### config.mk
export PLATFORM = sky130hd
export DESIGN_NAME = square_table_writer_flat
export DESIGN_NICKNAME = d
export VERILOG_FILES = /design/src/rtl/sqtab_pkg.sv /design/src/rtl/square_table_writer_if.sv /design/src/rtl/sqtab_ram.sv /design/src/rtl/square_table_writer.sv /design/src/flat_wrapper.sv
export SDC_FILE = /design/constraint.sdc
export NUM_CORES = 1
export LEC_CHECK = 0
export ABC_AREA = 0
export CORE_UTILIZATION = 60
export DETAILED_ROUTE_END_ITERATION = 6
export PLACE_DENSITY = 0.79
export SETUP_SLACK_MARGIN = 0.02
export SKIP_CTS_REPAIR_TIMING = 1
export SLEW_MARGIN = 25
export SYNTH_ARGS = -nofsm -noshare
export SYNTH_HDL_FRONTEND = slang
export SYNTH_SLANG_ARGS = --single-unit
### constraint.sdc
create_clock -name CLK -period 2.82 [get_ports CLK]
set_input_delay 0.846 -clock CLK [delete_from_list [all_inputs] [get_ports CLK]]
set_output_delay 0.846 -clock CLK [all_outputs]
set_load 0.01 [all_outputs]
### src/rtl/sqtab_pkg.sv
// Shared types and constants for the square table writer.
// Widths, FSM states and odd-sequence parameters.
package sqtab_pkg;

  localparam int DEPTH  = 16;
  localparam int ADDR_W = 4;
  localparam int ROOT_W = 4;
  localparam int SQ_W   = 8;

  localparam logic [SQ_W-1:0] ODD_INIT = 8'd1;
  localparam logic [SQ_W-1:0] ODD_STEP = 8'd2;

  typedef enum logic [2:0] {
    IDLE,
    FETCH,
    ACCUM,
    WRITE,
    DONE
  } state_t;

endpackage

### src/rtl/square_table_writer_if.sv
// Root stream handshake between a producer and the writer.
// Master drives Vld/Root; slave returns Rdy.
interface square_table_writer_if
  import sqtab_pkg::*;
();

  logic              Vld;
  logic [ROOT_W-1:0] Root;
  logic              Rdy;

  modport master (
    output Vld,
    output Root,
    input  Rdy
  );

  modport slave (
    input  Vld,
    input  Root,
    output Rdy
  );

endinterface

### src/rtl/sqtab_ram.sv
// 16x8 table RAM, one write port, one registered read port.
// A read and write to one address in a cycle returns old data.
module sqtab_ram
  import sqtab_pkg::*;
(
  input  logic              CLK,
  input  logic              ResetN,
  input  logic              i_we,
  input  logic [ADDR_W-1:0] i_wr_addr,
  input  logic [SQ_W-1:0]   i_wr_data,
  input  logic [ADDR_W-1:0] i_rd_addr,
  output logic [SQ_W-1:0]   o_rd_data
);

  (* ramstyle = "M9K" *)
  logic [SQ_W-1:0] r_mem [DEPTH];

  logic [SQ_W-1:0] r_rd_data;

  // Array write; contents are deliberately left unreset.
  always_ff @(posedge CLK) begin
    if (i_we) begin
      r_mem[i_wr_addr] <= i_wr_data;
    end
  end

  // Registered read samples the array before any same-edge write.
  always_ff @(posedge CLK or negedge ResetN) begin
    if (!ResetN) begin
      r_rd_data <= '0;
    end else begin
      r_rd_data <= r_mem[i_rd_addr];
    end
  end

  assign o_rd_data = r_rd_data;

endmodule

### src/rtl/square_table_writer.sv
// Squares a stream of roots by odd-number addition and
// fills a 16-entry table from address 0 upward.
module square_table_writer
  import sqtab_pkg::*;
(
  input  logic                 CLK,
  input  logic                 ResetN,
  input  logic                 St,
  square_table_writer_if.slave s_if,
  output logic                 Busy,
  output logic                 Done,
  output logic [ADDR_W-1:0]    WrAddr,
  output logic [SQ_W-1:0]      Square,
  input  logic [ADDR_W-1:0]    RdAddr,
  output logic [SQ_W-1:0]      RdData
);

  state_t r_state;
  state_t w_next;

  logic [ROOT_W-1:0] r_cnt;
  logic [SQ_W-1:0]   r_acc;
  logic [SQ_W-1:0]   r_odd;
  logic [ADDR_W-1:0] r_wr_addr;
  logic [SQ_W-1:0]   r_square;

  logic w_rdy;
  logic w_accept;
  logic w_we;
  logic w_last;
  logic w_start;

  assign w_rdy    = (r_state == FETCH);
  assign w_accept = w_rdy && s_if.Vld;
  assign w_we     = (r_state == WRITE);
  assign w_last   = (r_wr_addr == ADDR_W'(DEPTH - 1));
  assign w_start  = St &&
                    ((r_state == IDLE) ||
                     (r_state == DONE));

  // State register.
  always_ff @(posedge CLK or negedge ResetN) begin
    if (!ResetN) begin
      r_state <= IDLE;
    end else begin
      r_state <= w_next;
    end
  end

  // Next-state logic; St only matters in IDLE and DONE.
  always_comb begin
    w_next = r_state;
    unique case (r_state)
      IDLE: begin
        if (St) w_next = FETCH;
      end
      FETCH: begin
        if (s_if.Vld) w_next = ACCUM;
      end
      ACCUM: begin
        if (r_cnt == '0) w_next = WRITE;
      end
      WRITE: begin
        w_next = w_last ? DONE : FETCH;
      end
      DONE: begin
        if (St) w_next = FETCH;
      end
      default: w_next = IDLE;
    endcase
  end

  // Accumulator: sum of the first cnt odd numbers.
  always_ff @(posedge CLK or negedge ResetN) begin
    if (!ResetN) begin
      r_cnt <= '0;
      r_acc <= '0;
      r_odd <= '0;
    end else if (w_accept) begin
      r_cnt <= s_if.Root;
      r_acc <= '0;
      r_odd <= ODD_INIT;
    end else if (r_state == ACCUM && r_cnt != '0) begin
      r_cnt <= r_cnt - ROOT_W'(1);
      r_acc <= r_acc + r_odd;
      r_odd <= r_odd + ODD_STEP;
    end
  end

  // Write pointer and last-written square.
  always_ff @(posedge CLK or negedge ResetN) begin
    if (!ResetN) begin
      r_wr_addr <= '0;
      r_square  <= '0;
    end else if (w_start) begin
      r_wr_addr <= '0;
    end else if (w_we) begin
      r_square  <= r_acc;
      r_wr_addr <= w_last ? '0 :
                   r_wr_addr + ADDR_W'(1);
    end
  end

  sqtab_ram u_ram (
    .CLK       (CLK),
    .ResetN    (ResetN),
    .i_we      (w_we),
    .i_wr_addr (r_wr_addr),
    .i_wr_data (r_acc),
    .i_rd_addr (RdAddr),
    .o_rd_data (RdData)
  );

  assign s_if.Rdy = w_rdy;
  assign Busy     = (r_state == FETCH) ||
                    (r_state == ACCUM) ||
                    (r_state == WRITE);
  assign Done     = (r_state == DONE);
  assign WrAddr   = r_wr_addr;
  assign Square   = r_square;

endmodule
### src/flat_wrapper.sv
// flat-port wrapper written by rule: the top's interface ports become plain ports
module square_table_writer_flat import sqtab_pkg::*;
  (CLK, ResetN, St, Busy, Done, WrAddr, Square, RdAddr, RdData, s_if_Vld, s_if_Root, s_if_Rdy);
  square_table_writer_if s_if_i ();
  input  logic CLK;
  input  logic ResetN;
  input  logic St;
  output logic Busy;
  output logic Done;
  output logic [ADDR_W-1:0] WrAddr;
  output logic [SQ_W-1:0] Square;
  input  logic [ADDR_W-1:0] RdAddr;
  output logic [SQ_W-1:0] RdData;
  input wire logic [$bits(s_if_i.Vld)-1:0] s_if_Vld;
  input wire logic [$bits(s_if_i.Root)-1:0] s_if_Root;
  output wire logic [$bits(s_if_i.Rdy)-1:0] s_if_Rdy;
  assign s_if_i.Vld = s_if_Vld;
  assign s_if_i.Root = s_if_Root;
  assign s_if_Rdy = s_if_i.Rdy;
  square_table_writer u_core (.CLK(CLK), .ResetN(ResetN), .St(St), .s_if(s_if_i), .Busy(Busy), .Done(Done), .WrAddr(WrAddr), .Square(Square), .RdAddr(RdAddr), .RdData(RdData));
endmodule
==> impl_metrics.json <==
{
  "critPathMaxFanout": 9,
  "ys_seq_area_frac": 0.687,
  "start_util": 0.621,
  "io_buffers": 34,
  "crit_slowest_cell": "clkdlybuf4s50_1",
  "numCtsBuffers": 17,
  "synth_edf_count": 128,
  "final-max-slew-violation-count": 0,
  "maxCapViolations": 0,
  "synth_nets": 424,
  "relSlewSlack": 0.504,
  "cts_root_buffer": "clkbuf_16",
  "path_clk_slew_ns": 0.07,
  "combPwrFrac": 0.171,
  "clockBufferDepth": 2,
  "synthArstFlopShare": 0.251,
  "antenna_left": 0,
  "rsz0062_at_grt": "no",
  "fin_crit_ns": 2.70,
  "synthDistinctLibCells": 52,
  "htree_levels": 4,
  "required_ns": 1.97,
  "critPathLaunch": "u_core.r_state[0]",
  "fin_nets": 475,
  "power.share.sequential": 0.484,
  "synthFlopType": "edfxtp_1",
  "setup_violations": 0,
  "wirelength_um": 15300,
  "wl_per_cell_um": 25.2,
  "reg2reg_slack_ns": 0.49,
  "worst_skew_pair.late_latency_ns": 0.43,
  "synth_top_cell_by_area": "edfxtp_1",
  "cts_tree": "done",
  "reg2reg_from": "u_core.r_state[0]",
  "grt_max_degree": 41,
  "dr.pass1.iters": 7,
  "synthCells": 398,
  "syn_area_um2": 7160,
  "synth_warnings": 0,
  "internal_power_uw": 5070,
  "synth_most_common_cell": "edfxtp_1",
  "power_density_nw_per_um2": 844,
  "synth_area_leaders": "edfxtp_1 54%, dfrtp_1 15%, mux4_1 8.8%, mux4_2 5.0%, ha_1 2.3%",
  "clkSinkCount": 171,
  "path_class": "reg2out",
  "coreArea_um2": 11500,
  "p_leak_uw": 0.00309,
  "clock_skew_ns": 0.0105,
  "die_y_um": 111,
  "clkPwrFrac": 0.345,
  "max_freq_ghz": 0.371,
  "avgViaCountPerCell": 6.46,
  "grt_use_met2": 0.414,
  "cp-start-kind": "register",
  "diodes": 0,
  "crit_chain": "nor2_1 > and2_1 > clkdlybuf4s50_1",
  "endpoint_kind": "output port",
  "final_cells": 605,
  "grt_pass1_vias": 4026,
  "globalRouteOverflowTotal": 0,
  "die_w_um": 111,
  "hp-class": "in2async",
  "grt_pass1_wl_um": 23100,
  "grt_antenna_before_repair": 0,
  "num_vias": 3906,
  "syn_to_final_growth_pct": 16.0,
  "path_buf_inv": 1,
  "fin_tns_setup_ns": 0,
  "p_sw_uw": 1940,
  "yosysTopAreaCellShare": 0.537,
  "reg2reg_to": "u_core.u_ram.r_mem[10][7]",
  "worstMarginPinSlew_ns": 0.744,
  "vdd_drop_max_uv": 548,
  "rows": 39,
  "met1_usage": 0.362,
  "hpwlAfterDp_um": 9190,
  "gr-max-usage-layer": "met2",
  "fin_crit_sh": 0.957,
  "dp_cells": 573,
  "fillers": 684,
  "globalRouteTotalUtil": 0.267,
  "synthTopCellsByCount": "128 x edfxtp_1, 43 x dfrtp_1, 24 x mux4_1",
  "use_met3": 0.0618,
  "slowest_delay_ns": 0.55,
  "cp.arrival_ns": 1.85,
  "drive_gt1_frac": 0.158,
  "die_area_um2": 12400,
  "drt_iter0_drc": 431,
  "io_pins": 35,
  "ys_ff_latch": 171,
  "place_congestion": 0.803,
  "reg2reg_depth": 4,
  "violations": "DRC",
  "hold_viol": 0,
  "status": "finished with violations",
  "critical-path-top-delay-family": "buffers and inverters",
  "p_sw_frac": 0.277,
  "avgSynthCellArea_um2": 18.0,
  "drc_errors": 10
}
-- worst max-delay path by stage --
stage	end	cells past startpoint
finish	Done	3
global placement	u_core.u_ram.o_rd_data[0]	4
global route	Done	3
floorplan	u_core.u_ram.r_mem[3][0]	5
CTS	Done	3
detailed placement	u_core.u_ram.o_rd_data[1]	4
-- cell type report --
type	instances	area (µm²)	area share
Clock buffer	19	453	0.0546
Clock inverter	13	168	0.0202
Inverter	11	41.3	0.00497
Multi-Input combinational cell	200	2080	0.251
Sequential cell	171	4920	0.593
Tap cell	143	179	0.0215
Timing Repair Buffer	48	460	0.0555
-- layout by cell type, fill, tap and decap left out, types with 2 or more instances in the layout --
cell	netlist	final
o21ai_1	7	7
a31oi_1	2	2
nor3_1	5	5
inv_1	11	11
nand2_1	17	17
nor2b_1	2	2
bufinv_16	0	3
mux2_2	5	5
or3_1	3	3
nand3_1	10	10
a32o_1	2	2
ha_1	13	13
xnor2_1	3	3
and2_1	15	15
mux4_1	24	24
clkinv_4	0	3
clkbuf_16	0	17
nor3b_1	4	4
o21ai_0	8	8
buf_4	1	12
buf_2	3	2
a21oi_1	6	6
xor2_1	6	6
nand2b_1	4	4
nand4_1	2	2
mux2_1	2	2
nor2_1	19	19
dfrtp_1	43	43
buf_12	1	2
a21o_1	3	3
a211oi_1	2	2
a221o_1	2	2
o21a_1	2	2
clkinvlp_4	0	5
clkbuf_8	0	2
mux4_2	16	16
edfxtp_1	128	128
clkdlybuf4s50_1	0	32
-- flip-flops by register name, indices dropped and copies added (netlist names) --
register,cells
u_core.r_odd,8
u_core.r_cnt,4
u_core.u_ram.r_mem,128
u_core.r_acc,8
u_core.WrAddr,4
u_core.Square,8
u_core.u_ram.o_rd_data,8
u_core.r_state,3
-- stage by stage --
step	area, µm²	hold WS (ns)	util	power [µW]	setup WS [ns]
2_1_floorplan	7160	0.441	-	4120	0.516
3_3_place_gp	7680	0.457	0.667	4550	0.328
3_5_place_dp	7680	0.473	0.667	4620	0.271
4_1_cts	8300	0.202	0.721	7020	0.108
5_1_grt	8300	0.208	0.721	7270	0.0571
6_report	8300	0.224	0.721	7010	0.121
-- metal layers --
| layer | wire length (µm) | vias up |
|---|---|---|
| met1 | 6100 | 1989 |
| li1 | - | 1680 |
| met5 | 0 | - |
| met2 | 7550 | 214 |
| met4 | 286 | 0 |
| met3 | 1330 | 23 |
-- power by group through the flow --
stage	registers [µW]	logic, µW	clock network (µW)
after floorplan	3340	784	0
after global placement	3410	1140	0
after detailed placement	3430	1190	0
after CTS	3390	1200	2440
after global routing	3420	1320	2530
final	3390	1200	2420
-- cells by family (layout without fill, tap and decap cells) --
group / count (synthesis) / after routing / share of synthesized area
DFF: 171 / 171 / 0.687
and+or+nand+nor: 88 / 88 / 0.0663
muxes: 48 / 48 / 0.151
AOI/OAI and AO/OA: 41 / 41 / 0.0372
buffers and inverters: 27 / 91 / 0.0217
adders and majority gates: 14 / 14 / 0.0255
xor gates and xnor gates: 9 / 9 / 0.0110
-- worst register-to-register path, stage by stage, from the launching register on --
cell and delay (ns):
dfrtp_1 0.54, and2b_1 0.25, nand2_1 0.17, nor3b_1 0.39, and2_1 0.60
(Power assumes the default switching activity.)
